<file path="src/rtl/program_sequencer_pkg.sv">
// Shared opcode constants and sequencer state encoding.
// The ICU decodes the same control-flow opcodes as non-ALU.
package seq_defs;

    localparam logic [3:0] OP_HALT = 4'hB;
    localparam logic [3:0] OP_JMP  = 4'hC;
    localparam logic [3:0] OP_JZ   = 4'hD;
    localparam logic [3:0] OP_CALL = 4'hE;
    localparam logic [3:0] OP_RET  = 4'hF;

    typedef enum logic {
        ST_RUN,
        ST_HALT
    } seq_state_e;

endpackage

</file>
<file path="src/rtl/program_sequencer_if.sv">
// ROM-side bundle of the program sequencer.
// The master drives the instruction fields, the slave drives the address.
interface program_sequencer_if #(
    parameter int N           = 4,
    parameter int STACK_DEPTH = 2
);
    localparam int SW = $clog2(STACK_DEPTH + 1);

    logic          step_en;
    logic [3:0]    opcode;
    logic [3:0]    operand;
    logic          zed;
    logic [N-1:0]  addr;
    logic          halted;
    logic          stack_err;
    logic [SW-1:0] sp;

    modport master (
        output step_en, opcode, operand, zed,
        input  addr, halted, stack_err, sp
    );

    modport slave (
        input  step_en, opcode, operand, zed,
        output addr, halted, stack_err, sp
    );

endinterface

</file>
<file path="src/rtl/program_sequencer_return_stack.sv">
// LIFO of return addresses for CALL/RET.
// Only the occupancy count is reset; entry contents are don't-care.
module return_stack #(
    parameter int N           = 4,
    parameter int STACK_DEPTH = 2,
    localparam int SW         = $clog2(STACK_DEPTH + 1)
) (
    input  logic          clk,
    input  logic          rst,
    input  logic          push_i,
    input  logic          pop_i,
    input  logic [N-1:0]  din_i,
    output logic [N-1:0]  top_o,
    output logic [SW-1:0] sp_o,
    output logic          full_o,
    output logic          empty_o
);

    logic [N-1:0]  mem_q [STACK_DEPTH];
    logic [SW-1:0] sp_q;
    logic [SW-1:0] sp_d;

    assign full_o  = (sp_q == SW'(STACK_DEPTH));
    assign empty_o = (sp_q == '0);
    assign sp_o    = sp_q;

    always_comb begin
        sp_d = sp_q;
        if (push_i && !full_o) begin
            sp_d = sp_q + 1'b1;
        end else if (pop_i && !empty_o) begin
            sp_d = sp_q - 1'b1;
        end
    end

    always_ff @(posedge clk or posedge rst) begin
        if (rst) begin
            sp_q <= '0;
        end else begin
            sp_q <= sp_d;
        end
    end

    always_ff @(posedge clk) begin
        for (int i = 0; i < STACK_DEPTH; i++) begin
            if (push_i && !full_o && sp_q == SW'(i)) begin
                mem_q[i] <= din_i;
            end
        end
    end

    // Top of stack is the entry just below the occupancy count.
    always_comb begin
        top_o = '0;
        for (int i = 0; i < STACK_DEPTH; i++) begin
            if (sp_q == SW'(i + 1)) begin
                top_o = mem_q[i];
            end
        end
    end

endmodule

</file>
<file path="src/rtl/program_sequencer.sv">
// ROM address sequencer with jump, conditional jump, call/return and halt.
// Control flow resolves at the next edge; there is no delay slot.
module program_sequencer
    import seq_defs::*;
#(
    parameter int N           = 4,
    parameter int STACK_DEPTH = 2
) (
    input  logic                 clk,
    input  logic                 rst,
    program_sequencer_if.slave   bus
);

    localparam int SW = $clog2(STACK_DEPTH + 1);

    seq_state_e    state_q, state_d;
    logic [N-1:0]  addr_q, addr_d;
    logic          err_q, err_d;
    logic          push, pop;
    logic [N-1:0]  inc, tgt, top;
    logic [SW-1:0] sp;
    logic          full, empty;

    assign inc = addr_q + 1'b1;
    assign tgt = N'(bus.operand);

    return_stack #(
        .N           (N),
        .STACK_DEPTH (STACK_DEPTH)
    ) u_stack (
        .clk     (clk),
        .rst     (rst),
        .push_i  (push),
        .pop_i   (pop),
        .din_i   (inc),
        .top_o   (top),
        .sp_o    (sp),
        .full_o  (full),
        .empty_o (empty)
    );

    always_comb begin
        state_d = state_q;
        addr_d  = addr_q;
        err_d   = err_q;
        push    = 1'b0;
        pop     = 1'b0;
        if (bus.step_en && state_q == ST_RUN) begin
            unique case (1'b1)
                (bus.opcode == OP_HALT): state_d = ST_HALT;
                (bus.opcode == OP_JMP):  addr_d  = tgt;
                (bus.opcode == OP_JZ):   addr_d  = bus.zed ? tgt : inc;
                (bus.opcode == OP_CALL): begin
                    if (full) begin
                        addr_d = inc;
                        err_d  = 1'b1;
                    end else begin
                        push   = 1'b1;
                        addr_d = tgt;
                    end
                end
                (bus.opcode == OP_RET): begin
                    if (empty) begin
                        addr_d = inc;
                        err_d  = 1'b1;
                    end else begin
                        pop    = 1'b1;
                        addr_d = top;
                    end
                end
                default: addr_d = inc;
            endcase
        end
    end

    always_ff @(posedge clk or posedge rst) begin
        if (rst) begin
            state_q <= ST_RUN;
            addr_q  <= '0;
            err_q   <= 1'b0;
        end else begin
            state_q <= state_d;
            addr_q  <= addr_d;
            err_q   <= err_d;
        end
    end

    assign bus.addr      = addr_q;
    assign bus.halted    = (state_q == ST_HALT);
    assign bus.stack_err = err_q;
    assign bus.sp        = sp;

endmodule

</file>
<file path="src/flat_wrapper.sv">
// flat-port wrapper written by rule: the top's interface ports become plain ports
module program_sequencer_flat import seq_defs::*;
#(
    parameter int N           = 4,
    parameter int STACK_DEPTH = 2
)
  (clk, rst, bus_step_en, bus_opcode, bus_operand, bus_zed, bus_addr, bus_halted, bus_stack_err, bus_sp);
  program_sequencer_if #(.N(N), .STACK_DEPTH(STACK_DEPTH)) bus_i ();
  input  logic clk;
  input  logic rst;
  input wire logic [$bits(bus_i.step_en)-1:0] bus_step_en;
  input wire logic [$bits(bus_i.opcode)-1:0] bus_opcode;
  input wire logic [$bits(bus_i.operand)-1:0] bus_operand;
  input wire logic [$bits(bus_i.zed)-1:0] bus_zed;
  output wire logic [$bits(bus_i.addr)-1:0] bus_addr;
  output wire logic [$bits(bus_i.halted)-1:0] bus_halted;
  output wire logic [$bits(bus_i.stack_err)-1:0] bus_stack_err;
  output wire logic [$bits(bus_i.sp)-1:0] bus_sp;
  assign bus_i.step_en = bus_step_en;
  assign bus_i.opcode = bus_opcode;
  assign bus_i.operand = bus_operand;
  assign bus_i.zed = bus_zed;
  assign bus_addr = bus_i.addr;
  assign bus_halted = bus_i.halted;
  assign bus_stack_err = bus_i.stack_err;
  assign bus_sp = bus_i.sp;
  program_sequencer #(.N(N), .STACK_DEPTH(STACK_DEPTH)) u_core (.clk(clk), .rst(rst), .bus(bus_i));
endmodule
</file>
<file path="config.mk">
export PLATFORM = sky130hd
export DESIGN_NAME = program_sequencer_flat
export DESIGN_NICKNAME = d
export VERILOG_FILES = /design/src/rtl/program_sequencer_pkg.sv /design/src/rtl/program_sequencer_if.sv /design/src/rtl/program_sequencer_return_stack.sv /design/src/rtl/program_sequencer.sv /design/src/flat_wrapper.sv
export SDC_FILE = /design/constraint.sdc
export NUM_CORES = 1
export LEC_CHECK = 0
export ABC_AREA = 1
export BUFFER_PORTS_ARGS = -buffer_cell sky130_fd_sc_hd__buf_2
export CAP_MARGIN = 10
export CORE_MARGIN = 1.5
export CORE_UTILIZATION = 56
export CTS_BUF_LIST = sky130_fd_sc_hd__clkbuf_2
export CTS_CLUSTER_DIAMETER = 100
export CTS_CLUSTER_SIZE = 40
export DETAILED_ROUTE_END_ITERATION = 16
export PLACE_DENSITY_LB_ADDON = 0.3
export SYNTH_ARGS = -nofsm -noshare
export SYNTH_HDL_FRONTEND = slang
export SYNTH_HIERARCHICAL = 1
export SYNTH_SLANG_ARGS = --single-unit
</file>
<file path="constraint.sdc">
create_clock -name clk -period 1.94 [get_ports clk]
set_clock_uncertainty 0.05 [all_clocks]
set_input_delay 0.194 -clock clk [delete_from_list [all_inputs] [get_ports clk]]
set_output_delay 0.194 -clock clk [all_outputs]
set_load 0.02 [all_outputs]
</file>
==> results.toml <==
[routing]
dr.pass1.iters = 4
postRouteAntennaNets = 0
drt_iter0_drc = 37
drc_errors = 0
totalWireLength_um = 2400
vias_per_cell = 5.40
routedWlPerCell_um = 12.4
via_count = 1043

[synth]
synth_adder_area_share_pct = 4.77
postSynthCellCount = 144
post_synth_mux_area_share_pct = 0
synth_top_area_share_pct = 22.9
yosysSeqAreaShare_pct = 42.0
ys_warn_count = 6
synth_fp_nets = 160
syn_area_um2 = 1050
synth_top_family_by_area = "simple AND/OR/NAND/NOR gates"
synth-xor-area-share_pct = 1.67
synth_compound_area_share_pct = 5.36
synthTopCellsByArea = "edfxtp_1, dfrtp_1, nand2_1"
synth.distinct_cells = 20
syn_area_per_cell_um2 = 7.29
synth_top_cell_by_area = "edfxtp_1"
yosys_register_bits = 16
synthSimpleGateAreaFrac_pct = 38.4

[global_route]
grt_usage_pct = 24.7
grt_max_degree = 9
grt.overflow.total = 0
antenna_found_initial = 0
grt_pass1_wl_um = 3700
grt_pass1_vias = 895

[placement]
dp.cells = 189
dp_hpwl_um = 1890
place.gp.congestion = 0.898
placed_area_um2 = 1180
io_buffers = 19

[floorplanning]
die_h_um = 46.3
initial_utilization_pct = 60.1
die_x_um = 46.3
core_area_um2 = 1750
ioPinCount = 20
num_rows = 15
fp.dieArea_um2 = 2140

[clock_network]
clock_latency_ns = 0.27
cts_buffer_depth = 2
clkTransAtPathRegs_ns = 0.15
cts_root_buffer = "clkbuf_2"
clock_sinks = 16
cts_tree = "yes"
htree_levels = 1
cts_buffers = 3

[timing]
tns_ns = 0
period_share_pct = 95.1
tightestPinTransition_ns = 0.302
hold_viol = 0
slew_headroom_pct = 79.7
grt_setup_unrepaired = "no"
slew_viol_final = 0
setup_viol = 0
period_needed_ns = 1.84
max_freq_ghz = 0.542

[pwr]
leakage_nw = 0.617
p_switching_mw = 0.696
clkPwrFrac_pct = 9.2
p_total_mw = 1.49
comb_power_share_pct = 54.3
pwr-share-seq_pct = 36.6
p_per_area_nw_per_um2 = 1230
power.share.switching_pct = 46.6
ir_worst_vdd_uv = 977
p_int_mw = 0.798

[setup_path]
critPathRequiredTime_ns = 1.87
rr_startpoint = "u_core/u_stack/sp_o[0]"
cp_cell_sequence = "inv_1 > ha_1 > inv_1 > nand3_2 > nor2_1 > nand2_4 > nor2_2"
cp.buffers_inverters = 2
crit_type = "reg -> reg"
cp-start-kind = "flip-flop"
arrival_ns = 1.77
ff2ff_path_depth = 7
cp-startpoint = "u_core/u_stack/sp_o[0]"
crit_family = "simple AND/OR/NAND/NOR gates"
slowest_stage = "dfrtp_1"
crit_cells = 7
cpMostUsedCell = "inv_1"
max_stage_delay_ns = 0.42
crit_fanout = 6
setup.worst_path.end_class = "flip-flop"

[worst_hold_path]
hp-start = "bus_step_en"
worst_hold_path.num_cells = 3
worst_hold_path_type = "in -> reg"

[cells_and_area]
fin_util_pct = 69.5
layout.nets = 186
layoutNonFillerInstCount = 193
diodes = 0
design_area_um2 = 1210
drive_gt1_share_pct = 22.6
syn2layout_area_growth_pct = 15.6

[job]
cap_violations = 0

[status]
status = "completed"
kinds of logic (layout without fill, tap and decap cells):
kind of cell               count (synthesis)  in the layout
and+or+nand+nor                           90             90
buffers and inverters                     22             46
DFF                                       16             16
AOI/OAI and AO/OA                         10             10
adders and majority gates                  4              4
xor gates and xnor gates                   2              2
worst register-to-register path, stage by stage (launching register included):
cell	delay [ns]
dfrtp_1	0.42
inv_1	0.10
ha_1	0.22
inv_1	0.10
nand3_2	0.12
nor2_1	0.24
nand2_4	0.11
nor2_2	0.19
state kept, by name (all words and copies together) (netlist names):
register,cells
u_core/bus.stack_err,1
u_core/bus.halted,1
u_core/u_stack/mem_q,8
u_core/bus.addr,4
u_core/u_stack/sp_o,2
final timing paths:
path | end | slack [ns]
setup / recovery | u_core/u_stack/mem_q[0][6] | 0.1
hold / removal | u_core/bus.halted | 0.11
setup reg to reg | u_core/u_stack/mem_q[0][6] | 0.1
hold reg to reg | u_core/bus.stack_err | 0.46
max in group asynchronous | u_core/bus.addr[2] | 1.33
min in group asynchronous | u_core/u_stack/sp_o[1] | 0.25
cell usage after synthesis:
cell type  instances
o21bai_1           1
nor4_1             1
a21oi_1            3
nand2_4            1
nand4_1            1
ha_1               4
o21ai_0            5
nor2_1            18
nand2_1           42
nor3_2             1
a31o_2             1
nand3_1           18
nand2_2            5
nand3_2            1
xnor2_1            2
edfxtp_1           8
dfrtp_1            8
inv_1             20
nor2_2             2
inv_2              2
cell usage in the layout (no fill, tap or decap), drive strengths merged:
cell type    netlist  routed
nand2             48      48
inv               22      22
buf                0      20
nor2              20      20
nand3             19      19
dfrtp              8       8
edfxtp             8       8
o21ai              5       5
ha                 4       4
clkbuf             0       3
a21oi              3       3
xnor2              2       2
dlygate4sd3        0       1
nor3               1       1
o21bai             1       1
nand4              1       1
nor4               1       1
a31o               1       1
routing by layer:
metal	up-vias	track usage [%]	share of wire, %
met1	489	32.4	41
met2	42	40.6	51
met4	0	10.3	0.79
li1	508	-	-
met5	-	0	0
met3	4	3.14	7.0
power groups by stage:
stage / registers, mW / logic [mW] / clock network [mW]
finish: 0.546 / 0.811 / 0.137
global route: 0.555 / 0.891 / 0.155
CTS: 0.546 / 0.801 / 0.140
detailed placement: 0.555 / 0.793 / 0
global placement: 0.549 / 0.774 / 0
floorplan: 0.636 / 0.468 / 0
cell type report:
class	instances	area, um2
clock buffers	3	15.0
multi-input cells	106	532
flip-flops and latches	16	440
well taps	25	31.3
inverters	22	82.6
fillers	144	532
repair buffers	21	113
metrics by stage:
stage | hold slack (ns) | setup slack [ns]
after global routing | 0.101 | 0.0323
after floorplan | -0.115 | -0.00811
after global placement | 0.00350 | 0.153
final | 0.108 | 0.0952
after detailed placement | 0.00910 | 0.0527
after CTS | 0.102 | 0.0323
timing repair:
item / CTS / global route
hold endpoints to repair: 8 / 0
resized for setup: 0 / 2
setup endpoints to repair: 0 / 8
hold buffers: 1 / 0
setup buffers: 0 / 0
Note: power is estimated with default switching activity, not from simulation.
